**src/rtl/mem_access_unit_pkg.sv**
```systemverilog
// rtl/mem_access_unit_pkg.sv - shared op codes, FSM states, peripheral map and load helpers
package mem_access_unit_pkg;

    // CPU request op encodings; anything above OP_SB is illegal
    localparam logic [2:0] OP_LW  = 3'd0;
    localparam logic [2:0] OP_LB  = 3'd1;
    localparam logic [2:0] OP_LBU = 3'd2;
    localparam logic [2:0] OP_SW  = 3'd3;
    localparam logic [2:0] OP_SB  = 3'd4;

    // Memory-mapped peripheral registers reachable through word accesses
    localparam logic [31:0] PERIPH_ADDR_0C = 32'h4000_000C;
    localparam logic [31:0] PERIPH_ADDR_10 = 32'h4000_0010;
    localparam logic [31:0] PERIPH_ADDR_14 = 32'h4000_0014;

    typedef enum logic [2:0] {
        ST_IDLE,
        ST_RD,
        ST_WR,
        ST_RMW_RD,
        ST_RMW_WR,
        ST_DONE
    } state_e;

    function automatic logic op_is_legal(input logic [2:0] op);
        return (op <= OP_SB);
    endfunction

    function automatic logic op_is_byte(input logic [2:0] op);
        return (op == OP_LB) || (op == OP_LBU) || (op == OP_SB);
    endfunction

    // Byte reads return the selected byte in [7:0]; widen it per the load flavour
    function automatic logic [31:0] load_extend(input logic [2:0] op, input logic [31:0] rdata);
        logic [31:0] result;
        case (op)
            OP_LB:   result = {{24{rdata[7]}}, rdata[7:0]};
            OP_LBU:  result = {24'h0, rdata[7:0]};
            default: result = rdata;
        endcase
        return result;
    endfunction

endpackage

```
**src/rtl/byte_lane_merge.sv**
```systemverilog
// rtl/byte_lane_merge.sv - big-endian byte lane insert into a captured word
module byte_lane_merge (
    input  logic [31:0] word_i,
    input  logic [7:0]  byte_i,
    input  logic [1:0]  tail_i,
    output logic [31:0] word_o
);

    // Replace only the addressed lane; tail 00 is the most significant byte
    always_comb begin
        word_o = word_i;
        case (tail_i)
            2'b00:   word_o[31:24] = byte_i;
            2'b01:   word_o[23:16] = byte_i;
            2'b10:   word_o[15:8]  = byte_i;
            default: word_o[7:0]   = byte_i;
        endcase
    end

endmodule

```
**src/rtl/mem_access_unit.sv**
```systemverilog
// rtl/mem_access_unit.sv - CPU load/store sequencer onto a single-cycle memory bus
module mem_access_unit
    import mem_access_unit_pkg::*;
#(
    parameter int MEM_WORDS = 512
) (
    input  logic        clk,
    input  logic        reset,
    input  logic        req_valid,
    output logic        req_ready,
    input  logic [2:0]  req_op,
    input  logic [31:0] req_addr,
    input  logic [31:0] req_wdata,
    output logic        rsp_valid,
    output logic [31:0] rsp_data,
    output logic        rsp_err,
    output logic        MemRead,
    output logic        MemWrite,
    output logic        LwLb,
    output logic [31:0] addr,
    output logic [31:0] WriteData,
    input  logic [31:0] ReadData
);

    localparam logic [31:0] MEM_WORDS_W = 32'(MEM_WORDS);

    state_e      state_q;
    logic [2:0]  op_q;
    logic [1:0]  tail_q;
    logic [7:0]  byte_q;
    logic        req_ready_q;
    logic        rsp_valid_q;
    logic [31:0] rsp_data_q;
    logic        rsp_err_q;
    logic        mem_read_q;
    logic        mem_write_q;
    logic        lw_lb_q;
    logic [31:0] addr_q;
    logic [31:0] wdata_q;

    logic        req_err;
    logic        word_misaligned;
    logic        byte_out_of_range;
    logic [31:0] merged_word;

    // Reject decode evaluated on the live request at the accept edge
    always_comb begin
        word_misaligned   = ((req_op == OP_LW) || (req_op == OP_SW)) && (req_addr[1:0] != 2'b00);
        byte_out_of_range = op_is_byte(req_op) && ({2'b00, req_addr[31:2]} >= MEM_WORDS_W);
        req_err           = !op_is_legal(req_op) || word_misaligned || byte_out_of_range;
    end

    // Read data arrives during RMW_RD, so the merge sees it the same cycle it is captured
    byte_lane_merge u_merge (
        .word_i (ReadData),
        .byte_i (byte_q),
        .tail_i (tail_q),
        .word_o (merged_word)
    );

    // Request sequencer; every output is registered and set up one state ahead
    always_ff @(posedge clk) begin
        if (reset) begin
            state_q     <= ST_IDLE;
            op_q        <= OP_LW;
            tail_q      <= 2'b00;
            byte_q      <= 8'h00;
            req_ready_q <= 1'b1;
            rsp_valid_q <= 1'b0;
            rsp_data_q  <= 32'h0;
            rsp_err_q   <= 1'b0;
            mem_read_q  <= 1'b0;
            mem_write_q <= 1'b0;
            lw_lb_q     <= 1'b0;
            addr_q      <= 32'h0;
            wdata_q     <= 32'h0;
        end else begin
            case (state_q)
                ST_IDLE: begin
                    if (req_valid) begin
                        op_q        <= req_op;
                        tail_q      <= req_addr[1:0];
                        byte_q      <= req_wdata[7:0];
                        req_ready_q <= 1'b0;
                        if (req_err) begin
                            state_q     <= ST_DONE;
                            rsp_valid_q <= 1'b1;
                            rsp_err_q   <= 1'b1;
                            rsp_data_q  <= 32'h0;
                        end else if (req_op == OP_SW) begin
                            state_q     <= ST_WR;
                            mem_write_q <= 1'b1;
                            addr_q      <= req_addr;
                            wdata_q     <= req_wdata;
                        end else if (req_op == OP_SB) begin
                            state_q    <= ST_RMW_RD;
                            mem_read_q <= 1'b1;
                            lw_lb_q    <= 1'b0;
                            addr_q     <= {req_addr[31:2], 2'b00};
                        end else begin
                            state_q    <= ST_RD;
                            mem_read_q <= 1'b1;
                            lw_lb_q    <= (req_op != OP_LW);
                            addr_q     <= req_addr;
                        end
                    end
                end
                ST_RD: begin
                    state_q     <= ST_DONE;
                    rsp_valid_q <= 1'b1;
                    rsp_err_q   <= 1'b0;
                    rsp_data_q  <= load_extend(op_q, ReadData);
                    mem_read_q  <= 1'b0;
                    lw_lb_q     <= 1'b0;
                    addr_q      <= 32'h0;
                end
                ST_WR: begin
                    state_q     <= ST_DONE;
                    rsp_valid_q <= 1'b1;
                    rsp_err_q   <= 1'b0;
                    rsp_data_q  <= 32'h0;
                    mem_write_q <= 1'b0;
                    addr_q      <= 32'h0;
                    wdata_q     <= 32'h0;
                end
                ST_RMW_RD: begin
                    // Read strobe drops before write rises, keeping the two exclusive
                    state_q     <= ST_RMW_WR;
                    mem_read_q  <= 1'b0;
                    mem_write_q <= 1'b1;
                    wdata_q     <= merged_word;
                end
                ST_RMW_WR: begin
                    state_q     <= ST_DONE;
                    rsp_valid_q <= 1'b1;
                    rsp_err_q   <= 1'b0;
                    rsp_data_q  <= 32'h0;
                    mem_write_q <= 1'b0;
                    addr_q      <= 32'h0;
                    wdata_q     <= 32'h0;
                end
                ST_DONE: begin
                    state_q     <= ST_IDLE;
                    req_ready_q <= 1'b1;
                    rsp_valid_q <= 1'b0;
                    rsp_err_q   <= 1'b0;
                    rsp_data_q  <= 32'h0;
                end
                default: begin
                    state_q     <= ST_IDLE;
                    req_ready_q <= 1'b1;
                    rsp_valid_q <= 1'b0;
                    rsp_err_q   <= 1'b0;
                    rsp_data_q  <= 32'h0;
                    mem_read_q  <= 1'b0;
                    mem_write_q <= 1'b0;
                    lw_lb_q     <= 1'b0;
                    addr_q      <= 32'h0;
                    wdata_q     <= 32'h0;
                end
            endcase
        end
    end

    assign req_ready = req_ready_q;
    assign rsp_valid = rsp_valid_q;
    assign rsp_data  = rsp_data_q;
    assign rsp_err   = rsp_err_q;
    assign MemRead   = mem_read_q;
    assign MemWrite  = mem_write_q;
    assign LwLb      = lw_lb_q;
    assign addr      = addr_q;
    assign WriteData = wdata_q;

endmodule

```
**config.mk**
```make
export PLATFORM = sky130hd
export DESIGN_NAME = mem_access_unit
export DESIGN_NICKNAME = d
export VERILOG_FILES = /design/src/rtl/mem_access_unit_pkg.sv /design/src/rtl/byte_lane_merge.sv /design/src/rtl/mem_access_unit.sv
export SDC_FILE = /design/constraint.sdc
export NUM_CORES = 1
export LEC_CHECK = 0
export CAP_MARGIN = 30
export CORE_MARGIN = 4
export CORE_UTILIZATION = 44
export CTS_BUF_LIST = sky130_fd_sc_hd__clkbuf_8
export CTS_CLUSTER_SIZE = 16
export DETAILED_ROUTE_END_ITERATION = 7
export PLACE_DENSITY = 0.93
export SLEW_MARGIN = 20
export SYNTH_ARGS = -nofsm -noshare
export SYNTH_HDL_FRONTEND = slang
export SYNTH_SLANG_ARGS = --single-unit
```
**constraint.sdc**
```tcl
create_clock -name clk -period 2.5 [get_ports clk]
set_input_delay 0.5 -clock clk [delete_from_list [all_inputs] [get_ports clk]]
set_output_delay 0.5 -clock clk [all_outputs]
set_load 0.005 [all_outputs]
```
==> results of run 1 <==
## stage by stage
| stage | instances | hold slack [ns] |
|---|---|---|
| finish | 907 | 0.469 |
| global route | 907 | 0.484 |
| CTS | 907 | 0.471 |
| detailed placement | 875 | 0.448 |
| global placement | 875 | 0.444 |
| floorplan | 550 | 0.437 |
## flip-flops by register name, indices dropped and copies added (netlist names)
| signal | flops |
|---|---|
| WriteData | 32 |
| addr | 32 |
| rsp_data | 32 |
| byte_q | 8 |
| op_q | 3 |
| state_q | 3 |
| tail_q | 2 |
| LwLb | 1 |
| MemRead | 1 |
| MemWrite | 1 |
| req_ready | 1 |
| rsp_err | 1 |
| rsp_valid | 1 |
## routing by layer
metal  share of wire, %  wire, µm
met2                 48      8170
met5                  0         0
met3                 10      1690
met1                 38      6480
met4                3.5       595
## worst paths after layout
kind	from	end	slack, ns	cells after the start
worst max-delay path	req_addr[19]	addr[17]	0.11	7
worst min-delay path	rsp_data[22]	rsp_data[22]	0.47	1
worst max register to register	state_q[1]	addr[17]	0.36	6
worst min register to register	rsp_data[22]	rsp_data[22]	0.47	1
## synthesized netlist by cell type, types with 2 or more instances
cell and n:
a211oi_1 33, a21oi_1 73, a22o_1 38, a32o_1 2
and2_1 2, buf_1 6, buf_2 10, buf_6 3
clkbuf_1 24, dfxtp_1 118, mux2i_1 17, nand2_1 54
nand2b_1 3, nand3_1 8, nor2_1 86, nor2b_1 2
nor3_1 4, nor4_1 4, o21ai_0 13, o2bb2ai_1 24
o31a_1 2, xor2_1 2
## cells by family after synthesis
| family | count (synthesis) | synth area share [%] |
|---|---|---|
| simple gates | 176 | 16.1 |
| xor+xnor | 3 | 0.541 |
| mux | 18 | 3.74 |
| buf+inv | 45 | 4.20 |
| flops | 118 | 48.6 |
| compound gates | 190 | 26.8 |
## area by class of cell
class                           instances  share of cell area [%]
Clock buffer                           20                    3.62
Sequential cell                       118                    31.0
Inverter                                2                  0.0986
Clock inverter                         12                    2.63
Timing Repair Buffer                  228                    29.9
Tap cell                              140                    2.30
Multi-Input combinational cell        387                    30.4
## power groups by stage
| stage | Combinational, mW | Clock (mW) | Sequential [mW] |
|---|---|---|---|
| 2_1_floorplan | 0.386 | 0 | 2.11 |
| 3_3_place_gp | 0.891 | 0 | 2.12 |
| 3_5_place_dp | 0.916 | 0 | 2.12 |
| 4_1_cts | 0.922 | 2.07 | 2.08 |
| 5_1_grt | 0.997 | 2.16 | 2.10 |
| 6_report | 0.924 | 2.04 | 2.08 |
## worst max-delay path, delay by kind of cell
family / cells / cell delay [ns]
simple gates: 4 / 1.37
buf+inv: 2 / 0.63
compound gates: 1 / 0.19
## cell usage in the layout, fill, tap and decap left out, types with 4 or more instances in the layout
master,instances
a211oi_1,33
a21oi_1,73
a22o_1,38
buf_12,5
buf_4,20
bufinv_16,5
clkbuf_8,20
clkdlybuf4s50_1,202
clkinvlp_4,5
dfxtp_1,118
mux2i_1,17
nand2_1,54
nand3_1,8
nor2_1,86
nor3_1,4
nor4_1,4
o21ai_0,13
o2bb2ai_1,24
==> impl_metrics.py, run 1 <==
metrics = {
    "outcome": {
        "status": "finished clean",
    },
    "clock_network": {
        "cts_tree": "yes",
        "insertion_delay_ns": 0.42,
        "cts-root-buf": "clkbuf_8",
        "clk_pin_slew_worst_paths_ns": 0.07,
        "hold_buffers": 0,
        "postCtsSetupBuffers": 0,
        "cts_buffer_depth": 2,
        "ctsResizeCount": 0,
        "htreeDepth": 4,
        "cts_buffers": 17,
        "cts_sinks": 118,
    },
    "floorplan": {
        "fp.dieW_um": 113,
        "placementRows": 38,
        "io_pins": 204,
        "core_um2": 10800,
        "start_util_pct": 44.8,
        "die-area_um2": 12800,
        "die_height_um": 113,
    },
    "sta": {
        "slew_headroom_pct": 60.2,
        "max_freq_mhz": 419,
        "setup_viol": 0,
        "tns_ns": 0,
        "tightest_slew_ns": 0.589,
        "fin_crit_ns": 2.39,
        "hold_violations": 0,
        "maxSlewViolCount": 0,
        "rsz0062_at_grt": "no",
        "period_share_pct": 95.5,
        "finClkSkew_ns": 0.00994,
        "layout_setup_ws_ns": 0.113,
    },
    "synthesis": {
        "syn_inst": 550,
        "synthesis.area_um2": 4860,
        "synth_top_area_share_pct": 48.6,
        "ys.flop_type": "dfxtp_1",
        "yosysUniqueCellTypes": 44,
        "synth_seq_cells": 118,
        "synth_edf_count": 0,
        "netlist.top_cell.by_area": "dfxtp_1",
        "synthTopCellsByArea": "dfxtp_1 (49%), a21oi_1 (7.5%), a22o_1 (6.9%), nor2_1 (6.6%), a211oi_1 (5.1%)",
        "synth.avg_cell_area_um2": 8.83,
        "seq_area_frac_synth_pct": 48.6,
        "synth.yosys.warnings": 0,
        "synth_nets": 652,
        "synthArstFlopShare_pct": 0,
    },
    "cells_and_area": {
        "insertedDiodeCount": 0,
        "area_delta_synth_final_pct": 56.7,
        "layout.core_utilization_pct": 70.2,
        "fillers": 812,
        "register_area_um2": 2360,
        "stdcell_area_um2": 7610,
        "drive_gt1_share_pct": 8.34,
        "multi_input_area_um2": 2310,
        "nets": 856,
    },
    "placement": {
        "io_buffers": 203,
        "post_dp_cell_area_um2": 7140,
        "place_ws_ns": -0.301,
        "dp_hpwl_um": 12500,
        "gp_congestion": 0.937,
    },
    "routing": {
        "vias": 5113,
        "wl_per_cell_um": 18.7,
        "drt_first_pass_iters": 8,
        "drc": 0,
        "drt-initial-drc-count": 618,
        "routed_wirelength_um": 16900,
        "ant_nets": 0,
        "via_per_inst": 5.64,
    },
    "power": {
        "power_frac_comb_pct": 18.3,
        "sw_frac_of_total_pct": 25.5,
        "seqPwrFrac_pct": 41.3,
        "p_int_mw": 3.76,
        "p_clk_share_pct": 40.4,
        "power.density_nw_per_um2": 663,
        "p_leak_nw": 2.84,
        "switchingPower_mw": 1.29,
        "peakVddDrop_mv": 0.454,
        "power_mw": 5.05,
    },
    "grt": {
        "grt_pass1_wl_um": 26500,
        "grt_util_met2_pct": 44.4,
        "antenna_found_initial": 0,
        "grt_pass1_vias": 5135,
        "grtUsageMet3_pct": 8.40,
        "met1_usage_pct": 30.6,
        "grt_max_degree": 66,
        "top_usage_layer": "met2",
        "overflow": 0,
        "gr-usage-all-layers_pct": 26.2,
    },
    "critical_path": {
        "crit_path_end_kind": "flop",
        "max_stage_delay_ns": 0.61,
        "cp.arrival_ns": 2.69,
        "crit_chain": "clkdlybuf4s50_1 -> nor4_1 -> nand4_1 -> nor4b_1 -> nor4_4 -> buf_12 -> a22o_1",
        "worst-setup-path-type": "primary input to flop",
        "required_ns": 2.81,
        "crit_fanout": 15,
        "worstSetupStartpointType": "primary input",
        "cp_slowest_cell": "nor4b_1",
    },
    "hold_path": {
        "hp-class": "flop to flop",
    },
    "run": {
        "maxCapViolations": 0,
    },
}
Power figures use the tool's default switching activity.
==> run 2, diff against run 1 <==
--- a/config.mk
+++ b/config.mk
@@ -6,6 +6,7 @@
 export NUM_CORES = 1
 export LEC_CHECK = 0
 export CAP_MARGIN = 30
+export CORE_ASPECT_RATIO = 0.75
 export CORE_MARGIN = 4
 export CORE_UTILIZATION = 44
 export CTS_BUF_LIST = sky130_fd_sc_hd__clkbuf_8
==> impl_metrics.py, run 2 (synthesis gave the netlist of run 1 again) <==
metrics = {
    "sta": {
        "maxSlewViolCount": 0,
        "tns_ns": 0,
        "period_share_pct": 93.6,
        "hold_violations": 0,
        "slew_headroom_pct": 43.1,
        "layout_setup_ws_ns": 0.160,
        "fin_crit_ns": 2.34,
        "tightest_slew_ns": 0.851,
        "setup_viol": 0,
        "finClkSkew_ns": 0.00650,
        "max_freq_mhz": 427,
        "rsz0062_at_grt": "no",
    },
    "grt": {
        "overflow": 0,
        "grt_pass1_wl_um": 27300,
        "grt_pass1_vias": 5210,
        "grt_max_degree": 60,
        "gr-usage-all-layers_pct": 27.5,
        "antenna_found_initial": 0,
    },
    "routing": {
        "drt_first_pass_iters": 7,
        "ant_nets": 0,
        "wl_per_cell_um": 19.7,
        "vias": 5206,
        "drc": 0,
        "drt-initial-drc-count": 477,
        "via_per_inst": 5.75,
        "routed_wirelength_um": 17900,
    },
    "power": {
        "power_mw": 4.81,
        "power.density_nw_per_um2": 636,
        "peakVddDrop_mv": 0.433,
        "p_leak_nw": 2.86,
    },
    "critical_path": {
        "cp.arrival_ns": 2.71,
        "worstSetupStartpointType": "primary input",
        "required_ns": 2.87,
        "crit_path_end_kind": "flop",
        "worst-setup-path-type": "primary input to flop",
        "crit_fanout": 24,
    },
    "floorplan": {
        "core_um2": 10500,
        "start_util_pct": 46.1,
        "fp.dieW_um": 129,
        "placementRows": 32,
        "io_pins": 204,
        "die_height_um": 99.0,
        "die-area_um2": 12800,
    },
    "placement": {
        "dp_hpwl_um": 13100,
        "place_ws_ns": -0.308,
        "io_buffers": 203,
        "gp_congestion": 0.920,
    },
    "run": {
        "maxCapViolations": 0,
    },
    "cells_and_area": {
        "drive_gt1_share_pct": 8.83,
        "fillers": 722,
        "register_area_um2": 2360,
        "final_cell_mix": "clkdlybuf4s50_1 (202), dfxtp_1 (118), nor2_1 (86), a21oi_1 (73), nand2_1 (54)",
        "nets": 861,
        "insertedDiodeCount": 0,
        "multi_input_area_um2": 2320,
        "area_delta_synth_final_pct": 55.8,
        "mostFrequentLayoutCell": "clkdlybuf4s50_1",
    },
    "clock_network": {
        "cts_sinks": 118,
        "htreeDepth": 4,
        "hold_buffers": 0,
        "clk_pin_slew_worst_paths_ns": 0.07,
        "cts-root-buf": "clkbuf_8",
        "cts_buffer_depth": 2,
        "cts_tree": "yes",
        "postCtsSetupBuffers": 0,
        "insertion_delay_ns": 0.43,
        "cts_buffers": 17,
    },
    "outcome": {
        "status": "finished clean",
    },
    "hold_path": {
        "hp-class": "flop to flop",
    },
}
==> run 2: worst paths after layout <==
path                start  cells after the start           end  slack (ns)
max          req_addr[13]                      7       addr[1]        0.16
min reg2reg  rsp_data[17]                      1  rsp_data[17]        0.46
min          rsp_data[17]                      1  rsp_data[17]        0.46
max reg2reg    state_q[1]                      6       addr[8]        0.37
==> run 2: metrics by stage <==
step | util [%] | instances | instance area (µm²) | hold slack [ns]
floorplan | - | 550 | 4860 | 0.437
global placement | 68.0 | 876 | 7160 | 0.444
detailed placement | 68.0 | 876 | 7160 | 0.446
CTS | 71.8 | 906 | 7560 | 0.466
global route | 71.9 | 906 | 7570 | 0.480
finish | 71.9 | 906 | 7570 | 0.465
==> run 2: cell type report <==
class / count / area share [%]
timing repair buffer: 233 / 30.4
clock inverter: 10 / 1.72
sequential: 118 / 31.2
tap: 136 / 2.25
multi-input combinational: 387 / 30.7
clock buffer: 20 / 3.64
inverter: 2 / 0.0992
==> run 2: repair_timing <==
action,4_1_cts,5_1_grt
endpoints found under the hold margin,0,0
setup endpoints to repair,0,1
gates resized for setup,0,1
==> run 2: worst max-delay path, stage by stage <==
cell and delay, ns:
clkdlybuf4s50_1 0.42, nor4_1 0.40, nand4_1 0.25, o31ai_2 0.43, nor3b_4 0.33, buf_12 0.20
a32o_1 0.18
==> run 2: power breakdown <==
group,leakage [nW],switching (mW),internal (mW)
Combinational,1.68,0.435,0.500
Clock,0.211,0.744,1.04
Sequential,0.962,0.0880,2.00
Total,2.86,1.27,3.54
==> run 2: layer usage <==
layer,routed length [µm],vias to the layer above,GRT usage [%]
met5,0,-,0
met3,2160,44,10.8
li1,-,2415,-
met1,6980,2429,32.6
met4,449,0,10.2
met2,8270,318,45.0
==> run 3, diff against run 2 <==
--- a/config.mk
+++ b/config.mk
@@ -12,7 +12,8 @@
 export CTS_BUF_LIST = sky130_fd_sc_hd__clkbuf_8
 export CTS_CLUSTER_SIZE = 16
 export DETAILED_ROUTE_END_ITERATION = 7
-export PLACE_DENSITY = 0.93
+export MAX_ROUTING_LAYER = met4
+export PLACE_DENSITY = 0.82
 export SLEW_MARGIN = 20
 export SYNTH_ARGS = -nofsm -noshare
 export SYNTH_HDL_FRONTEND = slang
==> impl_metrics.py, run 3 (synthesis gave the netlist of run 1 again) <==
metrics = {
    "power": {
        "power_frac_comb_pct": 19.8,
        "peakVddDrop_mv": 0.460,
        "switchingPower_mw": 1.34,
        "sw_frac_of_total_pct": 28.8,
        "seqPwrFrac_pct": 44.9,
        "p_int_mw": 3.30,
        "power.density_nw_per_um2": 619,
        "p_leak_nw": 2.80,
        "p_clk_share_pct": 35.3,
        "power_mw": 4.64,
    },
    "floorplan": {
        "core_um2": 10500,
        "io_pins": 204,
        "die_height_um": 99.0,
        "fp.dieW_um": 129,
        "placementRows": 32,
        "start_util_pct": 46.1,
        "die-area_um2": 12800,
    },
    "grt": {
        "grt_util_met2_pct": 37.6,
        "grtUsageMet3_pct": 7.64,
        "grt_pass1_wl_um": 26700,
        "met1_usage_pct": 39.4,
        "antenna_found_initial": 0,
        "top_usage_layer": "met1",
        "overflow": 0,
        "grt_pass1_vias": 4980,
        "grt_max_degree": 66,
        "gr-usage-all-layers_pct": 27.6,
    },
    "cells_and_area": {
        "fillers": 802,
        "fin_cells": 904,
        "drive_gt1_share_pct": 8.59,
        "stdcell_area_um2": 7500,
        "insertedDiodeCount": 0,
        "nets": 857,
        "area_delta_synth_final_pct": 54.5,
        "final_cell_mix": "clkdlybuf4s50_1 (202), dfxtp_1 (118), nor2_1 (86), a21oi_1 (73), nand2_1 (54)",
        "mostFrequentLayoutCell": "clkdlybuf4s50_1",
    },
    "routing": {
        "via_per_inst": 5.56,
        "vias": 5028,
        "routed_wirelength_um": 17100,
        "drt-initial-drc-count": 508,
        "drt_first_pass_iters": 6,
        "ant_nets": 0,
        "drc": 0,
        "wl_per_cell_um": 18.9,
    },
    "critical_path": {
        "max_stage_delay_ns": 0.43,
        "r2r_slack_ns": 0.27,
        "worst-setup-path-type": "primary input to flop",
        "worstSetupStartpointType": "primary input",
        "reg2reg_to": "addr[3]",
        "crit_path_end_kind": "flop",
        "timing.rr.start": "state_q[1]",
        "cp_slowest_cell": "clkdlybuf4s50_1",
        "crit_chain": "clkdlybuf4s50_1 -> nor4_1 -> nand4_1 -> o31ai_2 -> nor3b_4 -> buf_12 -> a22o_1",
        "required_ns": 2.87,
        "crit_fanout": 31,
        "worst_r2r_path_depth": 7,
        "cp.arrival_ns": 2.64,
    },
    "placement": {
        "dp_hpwl_um": 12800,
        "dpl.cell_count": 872,
        "gp_congestion": 0.939,
        "place_ws_ns": -0.171,
        "post_dp_cell_area_um2": 7130,
        "io_buffers": 203,
    },
    "hold_path": {
        "worstHoldPathCells": 2,
        "worst_hold_startpoint": "op_q[2]",
        "hp-class": "flop to flop",
        "hold_path_end": "op_q[2]",
    },
    "clock_network": {
        "cts_buffer_depth": 2,
        "cts_tree": "yes",
        "clk_pin_slew_worst_paths_ns": 0.08,
        "cts-root-buf": "clkbuf_8",
        "insertion_delay_ns": 0.43,
        "ctsResizeCount": 0,
        "hold_buffers": 0,
        "cts_buffers": 17,
        "postCtsSetupBuffers": 0,
        "htreeDepth": 4,
        "cts_sinks": 118,
    },
    "run": {
        "maxCapViolations": 0,
    },
    "sta": {
        "layout_setup_ws_ns": 0.232,
        "timing.hold.ws_ns": 0.461,
        "maxSlewViolCount": 0,
        "max_freq_mhz": 441,
        "slew_headroom_pct": 44.4,
        "finClkSkew_ns": 0.0128,
        "tightest_slew_ns": 0.832,
        "hold_violations": 0,
        "setup_viol": 0,
        "period_share_pct": 90.7,
        "fin_crit_ns": 2.27,
        "rsz0062_at_grt": "no",
    },
    "outcome": {
        "status": "finished clean",
    },
}
==> run 3: power groups by stage <==
stage / sequential, mW / clock [mW] / combinational (mW)
2_1_floorplan: 2.11 / 0 / 0.386
3_3_place_gp: 2.12 / 0 / 0.890
3_5_place_dp: 2.12 / 0 / 0.907
4_1_cts: 2.08 / 1.65 / 0.913
5_1_grt: 2.10 / 1.74 / 0.998
6_report: 2.08 / 1.64 / 0.919
==> run 3: metal layers <==
metal | up-vias | wire length [µm] | part of all wire (%)
li1 | 2397 | - | -
met1 | 2341 | 8170 | 48
met2 | 247 | 7200 | 42
met3 | 43 | 1310 | 7.6
met4 | 0 | 443 | 2.6
met5 | - | 0 | 0
==> run 3: through the flow <==
| step | TNS, ns | utilization [%] |
|---|---|---|
| 5_1_grt | 0 | 71.2 |
| 3_3_place_gp | -1.77 | 67.7 |
| 3_5_place_dp | -7.30 | 67.7 |
| 6_report | 0 | 71.2 |
| 2_1_floorplan | 0 | - |
| 4_1_cts | 0 | 71.2 |
==> run 3: worst max-delay path: cells and delay by family <==
family                 cells  cell delay (ns)
buffers and inverters      2             0.65
AND/OR/NAND/NOR            3             0.92
AO/OA/AOI/OAI              2             0.56
==> run 3: final cells by class <==
| type | instances | area (µm²) | area share, % |
|---|---|---|---|
| clock buffer | 18 | 248 | 3.30 |
| clock inverter | 14 | 129 | 1.72 |
| inverter | 2 | 7.51 | 0.100 |
| multi-input combinational | 387 | 2310 | 30.8 |
| sequential | 118 | 2360 | 31.5 |
| tap | 136 | 170 | 2.27 |
| timing repair buffer | 229 | 2270 | 30.3 |
==> run 3: worst max-delay path by stage <==
| stage | from | endpoint | slack, ns | depth (start not counted) |
|---|---|---|---|---|
| 3_3_place_gp | req_addr[15] | addr[15] | -0.06 | 7 |
| 4_1_cts | req_addr[13] | addr[17] | 0.27 | 7 |
| 2_1_floorplan | req_addr[13] | addr[10] | 0.52 | 6 |
| 6_report | req_addr[13] | addr[17] | 0.23 | 7 |
| 5_1_grt | req_addr[15] | addr[18] | 0.1 | 7 |
| 3_5_place_dp | req_addr[13] | addr[17] | -0.17 | 7 |
==> patch, RTL diff (config.mk and constraints of run 3) <==
Reset style: asynchronous (`reset`), changed in one clocked block.
--- a/src/rtl/mem_access_unit.sv
+++ b/src/rtl/mem_access_unit.sv
@@ -61,3 +61,3 @@
     // Request sequencer; every output is registered and set up one state ahead
-    always_ff @(posedge clk) begin
+    always_ff @(posedge clk or posedge reset) begin
         if (reset) begin
Behaviour: differs if reset is asserted again (counterexample within 4 cycles, from zero or initial values and one cycle with reset high); with reset held inactive, the same outputs for 10 cycles.
==> patch against run 3 <==
  * Area after synthesis up 15%
  * Die area up 14%
  * Synthesized cell count rose by 1.6%
  * Design area grew 9.3%
  * Worst setup slack improved by 0.20 ns
  * Count of clock-buffer cells in the layout grew 1
  * Routed wire length increased by 6.0%
  * Sequential cell count unchanged
  * Largest cell class unchanged
  * Highest routed layer unchanged
Power is not compared: it rests on default switching activity, and its combinational part moved more than twofold at a synthesized area within 25%.
==> patch: results <==
{
  "ys_top_cells_by_count": "dfrtp_1, a21oi_1, nor2_1, nand2_1, mux2i_1",
  "sh_seq_area_pct": 36.04,
  "multi_input_area_sq_mm": 0.002360,
  "buffer_area_share_pct": 27.61,
  "grt_use_met3_pct": 6.155,
  "reg2reg_depth": 6,
  "hold_class": "input port to asynchronous set/reset pin",
  "critPathMaxFanout": 30,
  "drive_gt1_share_pct": 10.45,
  "startpoint": "req_addr[25]",
  "nets": 864,
  "nMultiInputCombCells": 386,
  "wl_met2_mm": 8.352,
  "relSlewSlack_pct": 54.56,
  "cp.arrival_ns": 2.39,
  "syn_area_per_cell_sq_um": 9.958,
  "finalWirelength_mm": 18.15,
  "multi_input_area_share_pct": 28.79,
  "num-nonclk-inverters": 14,
  "ys_seq_area_share_pct": 53.07,
  "finClkSkew_ns": 0.01110,
  "grt_usage_pct": 25.95,
  "grt_max_degree": 66,
  "final_cells": 941,
  "synth.area.mux_share_pct": 7.889,
  "signal_buffers": 225,
  "clock_buffers": 19,
  "wl_met1_mm": 7.961,
  "use_met2_pct": 38.47,
  "use_met1_pct": 35.17,
  "cts.path.max_buffers": 2,
  "status": "complete, no violations",
  "vias": 5087,
  "dpl_cell_area_sq_mm": 0.007830,
  "synthArstFlopShare_pct": 100.0,
  "grt_pass1_wl_mm": 28.38,
  "drt-initial-drc-count": 450,
  "synth_cell_types": 43,
  "synth_fp_nets": 661,
  "yosys.area_share.xor_xnor_pct": 0.6069,
  "syn_area_sq_mm": 0.005567,
  "r2r_start": "state_q[1]$_DFFE_PP0P_",
  "gp_congestion": 0.8774,
  "fillCellCount": 957,
  "synthTopCellsByArea": "dfrtp_1, a21oi_1, nor2_1, mux2i_1, o2bb2ai_1",
  "dp_slack_ns": 0.007681,
  "place_inst": 908,
  "seq_cell_count": 118,
  "clockNetworkAreaShare_pct": 4.335
}
## patch: cell count changes after synthesis, sizes merged, moves of 4 or more
cell / run 3 / this run
a21oi: 73 / 88
a22o: 38 / 8
and3: 0 / 22
clkbuf: 24 / 20
inv: 2 / 14
a211oi: 33 / 1
mux2i: 17 / 27
dfrtp: 0 / 117
a21o: 0 / 20
mux2: 1 / 15
nand2: 54 / 34
dfxtp: 118 / 0
## patch: final timing paths
check | end | slack, ns
worst min-delay path | WriteData[14]$_DFFE_PP0P_ | 0.47
min in group clk | addr[31]$_DFFE_PP0P_ | 0.48
worst min register to register | addr[31]$_DFFE_PP0P_ | 0.48
worst max-delay path | addr[27]$_DFFE_PP0P_ | 0.43
worst max register to register | addr[5]$_DFFE_PP0P_ | 0.48
max in group asynchronous | rsp_data[5]$_DFFE_PP0P_ | 1.42
## patch: worst max-delay path: cells and delay by family
family          cells  cell delay, ns
buf+inv             2            0.65
simple gates        3            0.84
compound gates      2            0.38
